--- src/rtl/instr_loader.sv ---
// instr_loader: encodes symbolic MIPS instructions into 32-bit words and
// streams them into instruction memory, one word per accepted handshake.
//
// state | meaning
// IDLE  | waiting for the first start after reset
// LOAD  | accepting instructions, one write per valid accept
// FLUSH | one cycle to let the last write drain
// DONE  | session complete, waiting for start
module instr_loader #(
    parameter int DEPTH     = 256,
    parameter int ADDR_W    = 8,
    parameter int BASE_ADDR = 0
) (
    input  logic              i_clock,
    input  logic              i_reset,
    input  logic              i_start,
    input  logic              i_finish,
    input  logic              i_in_valid,
    output logic              o_in_ready,
    input  logic [4:0]        i_op_sel,
    input  logic [4:0]        i_rs,
    input  logic [4:0]        i_rt,
    input  logic [4:0]        i_rd,
    input  logic [4:0]        i_shamt,
    input  logic [15:0]       i_imm,
    input  logic [25:0]       i_target,
    output logic              o_mem_we,
    output logic [ADDR_W-1:0] o_mem_addr,
    output logic [31:0]       o_mem_wdata,
    output logic [ADDR_W:0]   o_wr_count,
    output logic              o_bad_op,
    output logic              o_full,
    output logic              o_done
);

    typedef enum logic [1:0] {
        IDLE  = 2'd0,
        LOAD  = 2'd1,
        FLUSH = 2'd2,
        DONE  = 2'd3
    } state_t;

    localparam logic [ADDR_W:0]   DEPTH_W = (ADDR_W+1)'(DEPTH);
    localparam logic [ADDR_W:0]   LAST_W  = (ADDR_W+1)'(DEPTH - 1);
    localparam logic [ADDR_W-1:0] BASE_W  = ADDR_W'(BASE_ADDR);

    state_t              r_state;
    state_t              w_state_nxt;
    logic [ADDR_W-1:0]   r_ptr;
    logic [ADDR_W:0]     r_wr_count;
    logic                r_bad_op;
    logic                r_full;
    logic                r_mem_we;
    logic [ADDR_W-1:0]   r_mem_addr;
    logic [31:0]         r_mem_wdata;

    logic                w_in_ready;
    logic                w_accept;
    logic                w_op_valid;
    logic                w_wr_en;
    logic                w_hit_depth;
    logic                w_session_start;
    logic [5:0]          w_opcode;
    logic [5:0]          w_funct;
    logic [4:0]          w_rs_f;
    logic [4:0]          w_rt_f;
    logic [4:0]          w_rd_f;
    logic [4:0]          w_sh_f;
    logic [31:0]         w_word;

    // Encode the presented fields into a MIPS word, applying field forcing.
    always_comb begin
        w_opcode   = 6'b000000;
        w_funct    = 6'b000000;
        w_rs_f     = i_rs;
        w_rt_f     = i_rt;
        w_rd_f     = i_rd;
        w_sh_f     = i_shamt;
        w_word     = 32'h0000_0000;
        w_op_valid = (i_op_sel <= 5'd25);
        case (i_op_sel)
            5'd0:    w_funct = 6'b000000;
            5'd1:    w_funct = 6'b000010;
            5'd2:    w_funct = 6'b000011;
            5'd3:    w_funct = 6'b000100;
            5'd4:    w_funct = 6'b000110;
            5'd5:    w_funct = 6'b001000;
            5'd6:    w_funct = 6'b100000;
            5'd7:    w_funct = 6'b100010;
            5'd8:    w_funct = 6'b100100;
            5'd9:    w_funct = 6'b100101;
            5'd10:   w_funct = 6'b100110;
            5'd11:   w_funct = 6'b100111;
            5'd12:   w_funct = 6'b101010;
            5'd13:   w_funct = 6'b101011;
            5'd14:   w_opcode = 6'b001000;
            5'd15:   w_opcode = 6'b001010;
            5'd16:   w_opcode = 6'b001100;
            5'd17:   w_opcode = 6'b001101;
            5'd18:   w_opcode = 6'b001110;
            5'd19:   w_opcode = 6'b001111;
            5'd20:   w_opcode = 6'b100011;
            5'd21:   w_opcode = 6'b101011;
            5'd22:   w_opcode = 6'b000100;
            5'd23:   w_opcode = 6'b000101;
            5'd24:   w_opcode = 6'b000010;
            5'd25:   w_opcode = 6'b000011;
            default: w_opcode = 6'b000000;
        endcase

        if (i_op_sel <= 5'd13) begin
            // constant shifts carry no rs; jr carries only rs; the rest no shamt
            if (i_op_sel <= 5'd2) begin
                w_rs_f = 5'd0;
            end else if (i_op_sel == 5'd5) begin
                w_rt_f = 5'd0;
                w_rd_f = 5'd0;
                w_sh_f = 5'd0;
            end else begin
                w_sh_f = 5'd0;
            end
            w_word = {6'b000000, w_rs_f, w_rt_f, w_rd_f, w_sh_f, w_funct};
        end else if (i_op_sel <= 5'd23) begin
            if (i_op_sel == 5'd19) begin
                w_rs_f = 5'd0;
            end
            w_word = {w_opcode, w_rs_f, w_rt_f, i_imm};
        end else begin
            w_word = {w_opcode, i_target};
        end
    end

    // State register.
    always_ff @(posedge i_clock) begin
        if (i_reset) begin
            r_state <= IDLE;
        end else begin
            r_state <= w_state_nxt;
        end
    end

    // Next state and handshake; ready depends on registered state only.
    always_comb begin
        w_state_nxt     = r_state;
        w_in_ready      = (r_state == LOAD) && (r_wr_count < DEPTH_W);
        w_accept        = i_in_valid && w_in_ready;
        w_wr_en         = w_accept && w_op_valid;
        w_hit_depth     = w_wr_en && (r_wr_count == LAST_W);
        w_session_start = i_start && ((r_state == IDLE) || (r_state == DONE));
        case (r_state)
            IDLE: begin
                if (i_start) w_state_nxt = LOAD;
            end
            LOAD: begin
                if (w_hit_depth || i_finish || (r_wr_count >= DEPTH_W)) begin
                    w_state_nxt = FLUSH;
                end
            end
            FLUSH: begin
                w_state_nxt = DONE;
            end
            DONE: begin
                if (i_start) w_state_nxt = LOAD;
            end
            default: w_state_nxt = IDLE;
        endcase
    end

    // Write stage, pointer, counters and sticky flags.
    always_ff @(posedge i_clock) begin
        if (i_reset) begin
            r_ptr       <= BASE_W;
            r_wr_count  <= '0;
            r_bad_op    <= 1'b0;
            r_full      <= 1'b0;
            r_mem_we    <= 1'b0;
            r_mem_addr  <= '0;
            r_mem_wdata <= 32'h0000_0000;
        end else begin
            r_mem_we <= w_wr_en;
            if (w_session_start) begin
                r_ptr      <= BASE_W;
                r_wr_count <= '0;
                r_bad_op   <= 1'b0;
                r_full     <= 1'b0;
            end
            if (w_wr_en) begin
                r_mem_addr  <= r_ptr;
                r_mem_wdata <= w_word;
                r_ptr       <= r_ptr + 1'b1;
                r_wr_count  <= r_wr_count + 1'b1;
            end
            if (w_accept && !w_op_valid) begin
                r_bad_op <= 1'b1;
            end
            if (w_hit_depth) begin
                r_full <= 1'b1;
            end
        end
    end

    assign o_in_ready  = w_in_ready;
    assign o_mem_we    = r_mem_we;
    assign o_mem_addr  = r_mem_addr;
    assign o_mem_wdata = r_mem_wdata;
    assign o_wr_count  = r_wr_count;
    assign o_bad_op    = r_bad_op;
    assign o_full      = r_full;
    assign o_done      = (r_state == DONE);

endmodule

--- config.mk ---
export PLATFORM = sky130hd
export DESIGN_NAME = instr_loader
export DESIGN_NICKNAME = d
export VERILOG_FILES = /design/src/rtl/instr_loader.sv
export SDC_FILE = /design/constraint.sdc
export NUM_CORES = 1
export LEC_CHECK = 0
export BUFFER_PORTS_ARGS = -buffer_cell sky130_fd_sc_hd__buf_2
export CORE_ASPECT_RATIO = 0.5
export CORE_MARGIN = 4
export CORE_UTILIZATION = 49
export DETAILED_ROUTE_END_ITERATION = 10
export GPL_TIMING_DRIVEN = 0
export PLACE_DENSITY = 0.77
export SLEW_MARGIN = 15
export SYNTH_ARGS = -nofsm -noshare
export SYNTH_HDL_FRONTEND = slang
export SYNTH_SLANG_ARGS = --single-unit
export TNS_END_PERCENT = 30
--- constraint.sdc ---
create_clock -name i_clock -period 2.2 [get_ports i_clock]
set_clock_uncertainty 0.1 [all_clocks]
set_input_delay 0.22 -clock i_clock [delete_from_list [all_inputs] [get_ports i_clock]]
set_output_delay 0.22 -clock i_clock [all_outputs]
set_load 0.03 [all_outputs]
# Word level (Yosys, flattened, before mapping)
# Cells that the tools add are included.
# op_classes
addsub	2
magnitude_cmp	6
eq_ne	31
muxes	21
reduce_logical	16
# ops
op	count
one-hot mux 6 bit (13 select lines)	1
one-hot mux 6 bit (12 select lines)	1
equality test 5 bit (second input constant)	10
equality test 5 x 4 -> 1 bit (second input constant)	8
two-way mux 5 bit	7
two-way mux 32 bit	1
two-way mux 26 bit	1
equality test 5 x 3 -> 1 bit (second input constant)	4
two-way mux 9 bit	2
two-way mux 8 bit	2
equality test 5 x 2 -> 1 bit (second input constant)	2
<= comparator 5 bit (second input constant)	2
adder 9 x 1 -> 9 bit (second input constant)	1
equality test 9 x 8 -> 1 bit (second input constant)	1
greater-or-equal comparator 9 bit (second input constant)	1
less-than comparator 9 bit (second input constant)	1
adder 8 x 1 -> 8 bit (second input constant)	1
logical AND 1 bit	6
one-hot mux 2 bit (3 select lines)	1
nonzero test 2 bit	3
equality test 5 x 1 -> 1 bit (second input constant)	1
<= comparator 5 x 2 -> 1 bit (second input constant)	1
<= comparator 5 x 4 -> 1 bit (second input constant)	1
equality test 2 bit (second input constant)	2
other kinds (9)	15
# totals
reg_bits	62
input_bits	72
out_inout_bits	54
wordCells	84

# Logic depth before layout (Yosys ltp)
# logic_depth
word_depth	9
ltp_mapped	9
depth_no_buf	7

# Least setup slack after synthesis
# Ideal clock, no wire load.
# synth_timing
path_kind	register -> register
from	register r_wr_count[0], in the netlist o_wr_count[0]
to	register r_state[1]
setup_ns	0.071
t_arrival_ns	1.677
required_time_ns	2.029
path_slack_ns	0.353
path_stages_with_launch	8
path_buffers	0
period_less_slack_ns	1.847
path_cell_list	dfxtp_1 > ha_1 > nand3_1 > nor2_1 > ha_1 > a31oi_1 > or2_2 > a21oi_1
# synth_via
elab_chain_cells	9
word_cells_on_any_way	11
cone_classes	order compare (2); eq/ne (2); reduce/logical (7)
# synth_rtl
item	line_no	source
start: declaration	50	logic [ADDR_W:0] r_wr_count;
start signal: assignment	191	r_wr_count <= r_wr_count + 1'b1;
less-than comparator 9 bit	145	w_in_ready = (r_state == LOAD) && (r_wr_count < DEPTH_W);
logical AND 1 bit	145	
logical AND 1 bit	146	w_accept = i_in_valid && w_in_ready;
logical AND 1 bit	147	w_wr_en = w_accept && w_op_valid;
logical AND 1 bit	148	w_hit_depth = w_wr_en && (r_wr_count == LAST_W);
logical OR 1 bit	155	if (w_hit_depth || i_finish || (r_wr_count >= DEPTH_W)) begin
logical OR 1 bit *	155	
inequality test 2 x 1 -> 1 bit (no source line) *	-	
AND reduction 2 bit (no source line) *	-	
end signal: assignment	138	r_state <= w_state_nxt;
end: declaration	47	state_t r_state;
# Every way passes the cells marked *; elsewhere a longest branch is shown, timed or not.
# A chain may end at the register's enable or synchronous reset.

# Worst setup path in the final report
# layout_timing
from	register r_state[1]
to	register r_wr_count[7], in the netlist o_wr_count[7]
# layout_via
elab_chain_cells	5
word_cells_on_any_way	10
cone_classes	eq/ne (2); mux (1); reduce/logical (7)
# layout_rtl
item	line_no
equality test 2 x 1 -> 1 bit	145
logical AND 1 bit	145
logical AND 1 bit	146
logical AND 1 bit	147
two-way mux 9 bit / nonzero test 2 bit (equally long branches)	-
# Parallel ways exist; a longest one is shown, timed or not.

==> impl_metrics.py <==
metrics = {
    "drt": {
        "drt-vias-per-instance": 5.63,
        "vias": 3471,
        "dr.pass1.iters": 6,
        "wirelength_mm": 9.58,
        "wl_per_cell_um": 15.5,
        "antenna_left": 0,
        "drt-initial-drc-count": 374,
        "drc": 0,
    },
    "yosys": {
        "synthCells": 389,
        "synth_top_area_cell": "dfxtp_1",
        "synth-seq-cells": 61,
        "seq_area_frac_synth_pct": 38.5,
        "synth_ff_type": "dfxtp_1",
        "synth_warnings": 0,
        "synth-edff-count": 0,
        "synth_top_area_share_pct": 38.5,
        "ys_types": 61,
        "synth_nets": 466,
        "postSynthAreaPerCell_um2": 8.16,
        "async_flop_share_pct": 0,
        "netlist_area_um2": 3170,
        "yosys-top-cells-area": "dfxtp_1 38%, nand2_1 7.6%, a21oi_1 6.6%",
    },
    "die": {
        "die_area_um2": 7910,
        "rows": 20,
        "start_util_pct": 51.4,
        "coreArea_um2": 6180,
        "die_x_um": 122,
        "dieHeight_um": 64.9,
        "io_pins": 126,
    },
    "clock_network": {
        "tritoncts": "built",
        "cts_sinks": 61,
        "cts_buffers": 9,
        "insertion_delay_ns": 0.33,
        "cts.reportedPaths.clkPinSlew_ns": 0.05,
        "htreeDepth": 3,
        "cts_buffer_depth": 2,
        "clockRootBuffer": "clkbuf_16",
    },
    "min_path": {
        "hp-start": "i_rd[2]",
        "min_path_type": "in -> reg",
        "whs_path_depth": 2,
        "min_to": "o_mem_wdata[13]$_SDFFE_PP0P_",
    },
    "finish": {
        "layout_common_cells": "142 x buf_2, 64 x nand2_1, 61 x dfxtp_1",
        "nNetsFinal": 601,
        "syn_to_final_growth_pct": 34.2,
        "antennaDiodeCount": 0,
        "mostFrequentLayoutCell": "buf_2",
        "fillers": 559,
        "drive_above_1_share_pct": 34.4,
    },
    "global_route": {
        "grt_pass1_vias": 3261,
        "grt_max_degree": 12,
        "grt_pass1_wl_mm": 15.5,
        "grt-ovfl-total": 0,
        "antenna_found_initial": 0,
        "grt.total_usage_pct": 24.7,
    },
    "sta": {
        "setup_tns_ns": 0,
        "slew_headroom_pct": 59.9,
        "max_freq_mhz": 488,
        "min_period_ns": 2.05,
        "hold_viol_final": 0,
        "tightestPinTransition_ns": 0.601,
        "final-max-slew-violation-count": 0,
        "period_share_pct": 93.1,
        "setup_viol": 0,
        "rsz0062_at_grt": "yes",
        "whs_ns": 0.0130,
    },
    "pwr": {
        "power.density_nw_per_um2": 916,
        "p_total_mw": 3.90,
        "cellLeakagePower_nw": 1.93,
        "vdd_drop_max_mv": 0.475,
    },
    "placement": {
        "hpwlAfterDp_mm": 7.02,
        "gp_congestion": 0.866,
        "port_buffers": 122,
    },
    "worst_setup_path": {
        "required_ns": 2.32,
        "cp_max_fo": 10,
        "reg2reg_setup_slack_ns": 0.15,
        "reg2reg_depth": 8,
        "criticalPathCategory": "reg -> reg",
        "critPathCaptureType": "flip-flop",
        "r2r_start": "r_state[1]$_SDFFE_PP0P_",
        "cp.arrival_ns": 2.17,
        "crit_start": "r_state[1]$_SDFFE_PP0P_",
        "worst_setup_path_start_kind": "flip-flop",
        "r2r_end": "o_wr_count[7]$_SDFFE_PP0P_",
    },
    "job": {
        "max_cap_violations": 0,
    },
    "status": {
        "outcome": "complete, no violations",
    },
}
==> per-layer routing <==
metal	track usage (%)	part of all wire, %	vias to the layer above
met3	7.06	7.5	10
met2	40.5	47	134
met1	32.0	44	1626
met4	6.98	1.1	0
li1	-	-	1701
met5	0	0	-
==> sequential cells by signal, indices dropped and copies added, names as in the netlist <==
| register | count |
|---|---|
| o_wr_count | 9 |
| o_mem_addr | 8 |
| o_bad_op | 1 |
| r_state | 2 |
| o_mem_we | 1 |
| o_mem_wdata | 31 |
| r_ptr | 8 |
| o_full | 1 |
==> stage by stage <==
| step | instance area, um^2 | worst slack (ns) | cells | util, % |
|---|---|---|---|---|
| 2_1_floorplan | 3170 | 0.353 | 389 | - |
| 3_5_place_dp | 3890 | 0.152 | 599 | 63.0 |
| 5_1_grt | 4260 | -0.00138 | 617 | 68.9 |
| 6_report | 4260 | 0.153 | 617 | 68.9 |
| 4_1_cts | 4250 | 0.138 | 617 | 68.8 |
| 3_3_place_gp | 3890 | 0.202 | 599 | 63.0 |
==> synthesized netlist by cell type, drive strengths merged (7+ instances only) <==
library cell  instances
dfxtp                61
nor2                 26
a221o                 8
nand2                64
buf                  25
a22oi                 7
and3                  7
nand3                12
inv                   8
o21ai                12
nor3                 11
a21oi                42
a211oi               12
a31oi                 7
==> area by class of cell <==
class | instances | area [um^2] | area share (%)
Clock inverter | 5 | 82.6 | 1.94
Timing Repair Buffer | 124 | 631 | 14.8
Sequential cell | 61 | 1220 | 28.7
Clock buffer | 11 | 253 | 5.93
Buffer | 31 | 158 | 3.70
Multi-Input combinational cell | 289 | 1770 | 41.7
Tap cell | 88 | 110 | 2.59
Inverter | 8 | 30.0 | 0.705
==> power by group <==
group | internal, mW | total (mW) | leakage (nW) | switching, mW
Clock | 1.05 | 1.55 | 0.154 | 0.501
Combinational | 0.371 | 1.08 | 1.28 | 0.707
Sequential | 1.21 | 1.27 | 0.494 | 0.0632
==> cells by family after synthesis <==
| kind of cell | Yosys count | synth area share [%] |
|---|---|---|
| AND/OR/NAND/NOR | 143 | 21.6 |
| AO/OA/AOI/OAI | 129 | 28.5 |
| flip-flops | 61 | 38.5 |
| buffers and inverters | 39 | 5.87 |
| multiplexers | 8 | 2.60 |
| adder cells (fa/ha/maj) | 5 | 1.97 |
| XOR/XNOR | 3 | 0.828 |
| other | 1 | 0.118 |
==> how the worst max path moves through the flow <==
stage                                        end  slack (ns)
CTS                        r_ptr[6]$_SDFFE_PP0P_        0.14
finish                o_wr_count[7]$_SDFFE_PP0P_        0.15
detailed placement    o_wr_count[7]$_SDFFE_PP0P_        0.15
global placement           r_ptr[6]$_SDFFE_PP0P_        0.20
global route        o_mem_wdata[29]$_SDFFE_PP0P_      -0.001
floorplan                r_state[1]$_SDFFE_PP0P_        0.35
==> critical path, stage by stage (launching register included) <==
cell,delay (ns)
dfxtp_1,0.36
inv_1,0.07
ha_1,0.24
and3b_1,0.18
buf_2,0.17
nand2_1,0.15
buf_2,0.27
o21ai_0,0.13
a32o_1,0.27
==> what timing repair did <==
item,CTS,global route
endpoints found under the setup margin,0,15
setup buffers,0,0
hold buffers,2,0
gates resized for setup,0,4
hold endpoints to repair,2,0
(Power assumes the default switching activity.)
